## src/rtl/dp_queue_pkg.sv

```systemverilog
// Shared rename/dispatch definitions (package sys_defs).
// Holds the renamed packet and CDB broadcast types, the physical register
// tag width, the hard-wired zero register tag and the default depth of the
// rename-to-dispatch decoupling queue.
package sys_defs;

  localparam int PREG_IDX_WIDTH = 6;
  localparam logic [PREG_IDX_WIDTH-1:0] ZERO_PREG = '0;
  localparam int DP_QUEUE_DEPTH = 4;

  typedef struct packed {
    logic                      valid;
    logic [31:0]               PC;
    logic [PREG_IDX_WIDTH-1:0] dest_preg;
    logic [PREG_IDX_WIDTH-1:0] rs1_preg;
    logic                      rs1_ready;
    logic [PREG_IDX_WIDTH-1:0] rs2_preg;
    logic                      rs2_ready;
  } RN_DP_PACKET;

  typedef struct packed {
    logic                      valid;
    logic [PREG_IDX_WIDTH-1:0] tag;
  } CDB_PACKET;

endpackage

```

## src/rtl/dp_queue_if.sv

```systemverilog
// Rename/dispatch side of dp_queue.
// Handshake: rename offers up to two packets on rn_packet_in (lane 0 older,
// each lane qualified by its own .valid). Every valid lane is accepted in the
// cycle rn_stall is low; when rn_stall is high rename must hold the packets
// and its freelist/RAT state. On the dispatch side dp_packet_out[0..1] show
// the two oldest entries (.valid qualifies each), and dispatch consumes
// dp_take_cnt of them at the next edge.
// Modports: slave = the queue, master = rename + dispatch.
interface dp_queue_if
  import sys_defs::*;
#(
  parameter int DEPTH = DP_QUEUE_DEPTH
) ();

  RN_DP_PACKET [1:0]        rn_packet_in;
  logic                     rn_stall;
  RN_DP_PACKET [1:0]        dp_packet_out;
  logic [1:0]               dp_take_cnt;
  logic [$clog2(DEPTH):0]   dpq_count;

  modport slave (
    input  rn_packet_in,
    input  dp_take_cnt,
    output rn_stall,
    output dp_packet_out,
    output dpq_count
  );

  modport master (
    output rn_packet_in,
    output dp_take_cnt,
    input  rn_stall,
    input  dp_packet_out,
    input  dpq_count
  );

endinterface

```

## src/rtl/dpq_tag_match.sv

```systemverilog
// CDB tag comparator.
// Ports: tag  - physical register tag to test
//        cdb  - both CDB broadcast lanes
//        hit  - 1 when a valid CDB lane carries this tag; the zero register
//               never matches, so its ready bit stays as rename supplied it.
module dpq_tag_match
  import sys_defs::*;
(
  input  logic [PREG_IDX_WIDTH-1:0] tag,
  input  CDB_PACKET [1:0]           cdb,
  output logic                      hit
);

  assign hit = (tag != ZERO_PREG) &&
               ((cdb[0].valid && (cdb[0].tag == tag)) ||
                (cdb[1].valid && (cdb[1].tag == tag)));

endmodule

```

## src/rtl/dp_queue.sv

```systemverilog
// Two-wide in-order rename-to-dispatch queue.
// Ports: clock, reset (async, active-low), rollback_en (flush),
//        cdb_packet_in (wakeup broadcasts), dpq (dp_queue_if.slave: rename
//        packets in, rn_stall out, dispatch packets out, dp_take_cnt in,
//        dpq_count out).
// Circular buffer with head/tail/count. Waiting packets pick up CDB wakeups;
// the outputs also OR in the same-cycle CDB match so dispatch sees a wakeup
// in the broadcast cycle.
module dp_queue
  import sys_defs::*;
#(
  parameter int DEPTH = DP_QUEUE_DEPTH
) (
  input  logic            clock,
  input  logic            reset,
  input  logic            rollback_en,
  input  CDB_PACKET [1:0] cdb_packet_in,
  dp_queue_if.slave       dpq
);

  localparam int PTR_W = $clog2(DEPTH);
  localparam int CNT_W = PTR_W + 1;

  RN_DP_PACKET        entries [DEPTH];
  logic [PTR_W-1:0]   head, tail;
  logic [CNT_W-1:0]   count;

  logic [1:0]         lane_v;
  logic               enq_ok;
  logic [CNT_W-1:0]   enq_n;
  logic [CNT_W-1:0]   take_req, take;
  logic [PTR_W-1:0]   slot1;

  logic [DEPTH-1:0]   res_hit1, res_hit2;
  logic [1:0]         enq_hit1, enq_hit2, byp_hit1, byp_hit2;
  RN_DP_PACKET        enq_pkt [2];
  RN_DP_PACKET        out_raw [2];

  // Stall looks only at registered count: a same-cycle dequeue never
  // releases it, which keeps rn_stall free of input-to-output paths.
  assign dpq.rn_stall  = (CNT_W'(DEPTH) - count) < CNT_W'(2);
  assign dpq.dpq_count = count;

  assign lane_v   = {dpq.rn_packet_in[1].valid, dpq.rn_packet_in[0].valid};
  assign enq_ok   = !dpq.rn_stall && !rollback_en;
  assign enq_n    = enq_ok ? (CNT_W'(lane_v[0]) + CNT_W'(lane_v[1])) : '0;
  assign take_req = CNT_W'(dpq.dp_take_cnt);
  assign take     = (take_req > count) ? count : take_req;
  // Lane 1 compacts down to tail when lane 0 is empty.
  assign slot1    = tail + PTR_W'(lane_v[0]);

  // Resident wakeup. Free slots may also pick up ready bits; that is
  // harmless because enqueue overwrites the whole entry.
  for (genvar e = 0; e < DEPTH; e++) begin : g_res
    dpq_tag_match u_res1 (.tag(entries[e].rs1_preg), .cdb(cdb_packet_in), .hit(res_hit1[e]));
    dpq_tag_match u_res2 (.tag(entries[e].rs2_preg), .cdb(cdb_packet_in), .hit(res_hit2[e]));
  end

  for (genvar l = 0; l < 2; l++) begin : g_lane
    dpq_tag_match u_enq1 (.tag(dpq.rn_packet_in[l].rs1_preg), .cdb(cdb_packet_in), .hit(enq_hit1[l]));
    dpq_tag_match u_enq2 (.tag(dpq.rn_packet_in[l].rs2_preg), .cdb(cdb_packet_in), .hit(enq_hit2[l]));

    assign out_raw[l] = entries[head + PTR_W'(l)];

    dpq_tag_match u_byp1 (.tag(out_raw[l].rs1_preg), .cdb(cdb_packet_in), .hit(byp_hit1[l]));
    dpq_tag_match u_byp2 (.tag(out_raw[l].rs2_preg), .cdb(cdb_packet_in), .hit(byp_hit2[l]));
  end

  always_comb begin
    for (int l = 0; l < 2; l++) begin
      enq_pkt[l]           = dpq.rn_packet_in[l];
      enq_pkt[l].rs1_ready = dpq.rn_packet_in[l].rs1_ready | enq_hit1[l];
      enq_pkt[l].rs2_ready = dpq.rn_packet_in[l].rs2_ready | enq_hit2[l];
    end
  end

  // Output depends on registered state and the CDB only, never on
  // dp_take_cnt, so dispatch may compute its take from these packets.
  always_comb begin
    for (int i = 0; i < 2; i++) begin
      dpq.dp_packet_out[i] = '0;
      if (CNT_W'(i) < count) begin
        dpq.dp_packet_out[i]           = out_raw[i];
        dpq.dp_packet_out[i].rs1_ready = out_raw[i].rs1_ready | byp_hit1[i];
        dpq.dp_packet_out[i].rs2_ready = out_raw[i].rs2_ready | byp_hit2[i];
      end
    end
  end

  always_ff @(posedge clock or negedge reset) begin
    if (!reset) begin
      head  <= '0;
      tail  <= '0;
      count <= '0;
      for (int e = 0; e < DEPTH; e++) entries[e] <= '0;
    end else if (rollback_en) begin
      head  <= '0;
      tail  <= '0;
      count <= '0;
    end else begin
      for (int e = 0; e < DEPTH; e++) begin
        if (res_hit1[e]) entries[e].rs1_ready <= 1'b1;
        if (res_hit2[e]) entries[e].rs2_ready <= 1'b1;
      end
      // Enqueue writes come after the wakeup loop so a fresh packet wins.
      if (enq_ok && lane_v[0]) entries[tail]  <= enq_pkt[0];
      if (enq_ok && lane_v[1]) entries[slot1] <= enq_pkt[1];
      head  <= head + PTR_W'(take);
      tail  <= tail + PTR_W'(enq_n);
      count <= count - take + enq_n;
    end
  end

endmodule

```

## src/flat_wrapper.sv

```systemverilog
// flat-port wrapper written by rule: the top's interface ports become plain ports
module dp_queue_flat import sys_defs::*;
#(
  parameter int DEPTH = DP_QUEUE_DEPTH
)
  (clock, reset, rollback_en, cdb_packet_in, dpq_rn_packet_in, dpq_dp_take_cnt, dpq_rn_stall, dpq_dp_packet_out, dpq_dpq_count);
  dp_queue_if #(.DEPTH(DEPTH)) dpq_i ();
  input  logic clock;
  input  logic reset;
  input  logic rollback_en;
  input  CDB_PACKET [1:0] cdb_packet_in;
  input wire logic [$bits(dpq_i.rn_packet_in)-1:0] dpq_rn_packet_in;
  input wire logic [$bits(dpq_i.dp_take_cnt)-1:0] dpq_dp_take_cnt;
  output wire logic [$bits(dpq_i.rn_stall)-1:0] dpq_rn_stall;
  output wire logic [$bits(dpq_i.dp_packet_out)-1:0] dpq_dp_packet_out;
  output wire logic [$bits(dpq_i.dpq_count)-1:0] dpq_dpq_count;
  assign dpq_i.rn_packet_in = dpq_rn_packet_in;
  assign dpq_i.dp_take_cnt = dpq_dp_take_cnt;
  assign dpq_rn_stall = dpq_i.rn_stall;
  assign dpq_dp_packet_out = dpq_i.dp_packet_out;
  assign dpq_dpq_count = dpq_i.dpq_count;
  dp_queue #(.DEPTH(DEPTH)) u_core (.clock(clock), .reset(reset), .rollback_en(rollback_en), .cdb_packet_in(cdb_packet_in), .dpq(dpq_i));
endmodule
```

## config.mk

```make
export PLATFORM = sky130hd
export DESIGN_NAME = dp_queue_flat
export DESIGN_NICKNAME = d
export VERILOG_FILES = /design/src/rtl/dp_queue_pkg.sv /design/src/rtl/dp_queue_if.sv /design/src/rtl/dpq_tag_match.sv /design/src/rtl/dp_queue.sv /design/src/flat_wrapper.sv
export SDC_FILE = /design/constraint.sdc
export NUM_CORES = 1
export LEC_CHECK = 0
export BUFFER_PORTS_ARGS = -buffer_cell sky130_fd_sc_hd__buf_2
export CAP_MARGIN = 5
export CORE_ASPECT_RATIO = 0.9
export CORE_MARGIN = 4
export CORE_UTILIZATION = 45
export DETAILED_ROUTE_END_ITERATION = 10
export PLACE_DENSITY = 0.75
export SLEW_MARGIN = 20
export SYNTH_ARGS = -nofsm -noshare
export SYNTH_HDL_FRONTEND = slang
export SYNTH_SLANG_ARGS = --single-unit
```

## constraint.sdc

```tcl
create_clock -name clock -period 8 [get_ports clock]
set_clock_uncertainty 0.2 [all_clocks]
set_input_delay 1.2 -clock clock [delete_from_list [all_inputs] [get_ports clock]]
set_output_delay 1.2 -clock clock [all_outputs]
set_load 0.02 [all_outputs]
```

==> out/metrics.cfg <==
[run_status]
status = finished, final reports clean

[place]
weighted_congestion_at_the_end_of_routability_driven_global_placement = 0.883
placedInstanceArea_sq_um = 17400
place_ws_ps = 3230
detailedPlacementHpwl_microns = 33000
io_buffer_count = 234

[run]
max-cap-violations = 0

[grt]
gr-total-overflow = 0
grt_max_degree = 82
first_global_vias = 13800
antenna_found_initial = 10
grt.total_usage = 0.250
first_pass_grt_wire_length_microns = 79800

[sta]
finalHoldViolations = 0
max_slew.worst_pin.slew_ps = 945
relSlewSlack = 0.370
finalCritPeriodShare = 0.652
report.final.slew_viol_count = 0
achievable-frequency_ghz = 0.192
final_period_minus_worst_setup_slack_ps = 5220
worst_slack_ps = 2780
hold_slack_ps = 301
totalNegativeSetupSlack_ps = 0
timing.final.setup_violations = 0
unrepaired_setup_endpoints_after_global_routing = no

[synth]
yosysWarnings = 0
syn_inst = 1607
postSynthRegisterBits = 219
number_of_enable_type_register_cells_in_the_synthesized_netlist = 0
yosys.area.top_type_share = 0.338
ys_seq_area_frac = 0.338
post_synth_main_area_contributors = dfrtp_1 (34%), mux2i_1 (13%), mux4_2 (13%), o21ai_0 (6.7%), xnor2_1 (5.8%)
netlist_area_pre_place_sq_um = 16200
postSynth.asyncResetShare = 1.00
netlist.top_cell.by_area = dfrtp_1
synth_cell_types = 52
postSynthAreaPerCell_sq_um = 10.1
synth_fp_nets = 1743
yosys_most_used_dff = dfrtp_1

[finish]
fin_util = 0.522
layout.nets = 1866
syn2layout_area_growth_pct = 13.6
final_layout_size_suffix_gt1_frac = 0.236
post-route-cell-area_sq_um = 18400

[critical_path]
critPathArrivalTime_ps = 3820
critical-path-max-stage-delay_ps = 890
path_cells = buf_4 -> buf_4 -> mux4_2 -> nor2b_1 -> buf_2
setup.worst_path.start_class = flop
most_frequent_cell_on_critical_path = buf_4
critPathCaptureType = output port
timing.critical_path.required_ps = 6600
critical-path-slowest-cell = dfrtp_4
critical_path_class = reg -> out
crit_path_max_fanout = 43

[floorplanning]
ioPinCount = 235
start_util = 0.459
die_area_sq_um = 39100
floorplan.die.width_microns = 208
die_height_microns = 188
fp-row-count = 65
core-area_sq_um = 35300

[worst_hold_path]
tightest_hold_check_type = reg -> reg

[clock_tree]
buffer_type_at_the_clock_tree_root = clkbuf_16
cts.sink_count = 219
cts-buffers-inserted = 26
tritoncts = yes
post_cts.resized_instances = 0
max_clock_buf_depth = 3
clk_transition_reported_paths_ps = 60
worst_skew_pair.late_latency_ps = 540
cts.htree.levels = 1
ctsHoldBuffers = 0
postCtsSetupBuffers = 0

[detailed_routing]
detail_route.drc_violations = 0
avgViaCountPerCell = 6.10
drt.antenna.violating_nets = 0
total_via_count_after_detailed_routing = 13600
number_of_drc_markers_after_the_initial_detailed_route_iteration = 1087
detailedRoute.firstPassIterationCount = 5
wl_microns = 50400
detail_route.wl_per_cell_microns = 22.7

[pwr]
max-vdd-ir-drop_mv = 0.229
p_leak_nw = 7.33
powerDensity_nw_per_um2 = 415

layout make-up:
class | instances | area, sq um
clock buffer | 31 | 689
clock inverter | 17 | 256
fill | 3164 | 16900
antenna | 7 | 17.5
inverter | 6 | 22.5
tap | 469 | 587
multi-input combinational | 1223 | 10000
timing repair buffer | 254 | 1350
sequential | 219 | 5490
power by group:
group	internal [W]	switching [W]
combinational	0.00187	0.00214
sequential	0.00162	0.000707
clock	0.000811	0.000486
total	0.00431	0.00333
layer usage:
layer,track usage,part of all wire,vias to the layer above
met3,0.0478,0.084,132
met1,0.340,0.41,6759
met4,0.0882,0.035,8
met2,0.403,0.47,702
li1,-,-,5982
met5,0,0.00093,-
critical path: cells and delay by family, from the launching register on:
kind / cells / cell delay, ps
buf+inv: 3 / 1580
mux: 1 / 570
simple gates: 1 / 150
flops: 1 / 890
cell usage after synthesis, types with 2 or more instances:
| cell | n |
|---|---|
| nor3b_1 | 9 |
| o31ai_1 | 8 |
| nand2_1 | 208 |
| or3_1 | 3 |
| inv_1 | 5 |
| buf_2 | 55 |
| or4_1 | 17 |
| nand3_1 | 2 |
| buf_1 | 8 |
| buf_6 | 3 |
| nor4_1 | 28 |
| xor2_1 | 92 |
| mux2i_1 | 214 |
| nand4_1 | 30 |
| and3b_1 | 2 |
| o21ai_0 | 216 |
| buf_4 | 10 |
| a21oi_1 | 5 |
| xnor2_1 | 107 |
| nor2b_1 | 103 |
| a221oi_1 | 6 |
| o32a_1 | 3 |
| ha_1 | 9 |
| mux4_2 | 91 |
| dfrtp_1 | 219 |
| fa_1 | 2 |
| mux4_1 | 7 |
| and4_1 | 2 |
| mux2_2 | 6 |
| clkbuf_1 | 81 |
| nor3_1 | 12 |
| nor2_1 | 24 |
logic make-up (layout without fill, tap and decap cells):
| kind of cell | count (synthesis) | count (layout) | share of synthesized area |
|---|---|---|---|
| XOR/XNOR | 200 | 200 | 0.109 |
| AND/OR/NAND/NOR | 447 | 447 | 0.139 |
| other | 0 | 7 | 0 |
| buffers and inverters | 165 | 308 | 0.0474 |
| multiplexers | 318 | 318 | 0.274 |
| adder cells (fa/ha/maj) | 11 | 11 | 0.00942 |
| AO/OA/AOI/OAI | 247 | 247 | 0.0833 |
| flip-flops | 219 | 219 | 0.338 |
through the flow:
stage / power, W / cells
2_1_floorplan: 0.00510 / 1607
3_3_place_gp: 0.00615 / 2170
3_5_place_dp: 0.00628 / 2170
4_1_cts: 0.00763 / 2218
5_1_grt: 0.00811 / 2225
6_report: 0.00764 / 2226
layout by cell type, fill, tap and decap left out, drive strengths merged, types with 8 or more instances in the layout:
| cell type | netlist | layout |
|---|---|---|
| buf | 77 | 253 |
| clkbuf | 82 | 32 |
| clkinv | 1 | 10 |
| dfrtp | 219 | 219 |
| ha | 9 | 9 |
| mux2i | 214 | 214 |
| mux4 | 98 | 98 |
| nand2 | 208 | 208 |
| nand4 | 30 | 30 |
| nor2 | 24 | 24 |
| nor2b | 103 | 103 |
| nor3 | 12 | 12 |
| nor3b | 9 | 9 |
| nor4 | 28 | 28 |
| o21ai | 216 | 216 |
| o31ai | 8 | 8 |
| or4 | 17 | 17 |
| xnor2 | 108 | 108 |
| xor2 | 92 | 92 |
final timing paths:
| path | startpoint | endpoint | slack, ps | cells after the start |
|---|---|---|---|---|
| max in group asynchronous | reset | u_core.head[1]$_DFF_PN0_ | 5540 | 2 |
| min in group asynchronous | reset | u_core.entries[117]$_DFFE_PN0N_ | 500 | 1 |
| setup reg to reg | u_core.dpq.dpq_count[1]$_DFF_PN0_ | u_core.entries[97]$_DFFE_PN0N_ | 4610 | 8 |
| setup / recovery | u_core.head[1]$_DFF_PN0_ | dpq_dp_packet_out[84] | 2780 | 5 |
| hold / removal | u_core.entries[158]$_DFFE_PN0N_ | u_core.entries[158]$_DFFE_PN0N_ | 300 | 1 |
| hold reg to reg | u_core.entries[158]$_DFFE_PN0N_ | u_core.entries[158]$_DFFE_PN0N_ | 300 | 1 |
registers in the layout, summed over array words and instances, names as in the netlist:
name,count
u_core.entries,212
u_core.dpq.dpq_count,3
u_core.head,2
u_core.tail,2
No activity file was read; power rests on OpenSTA's default activity.
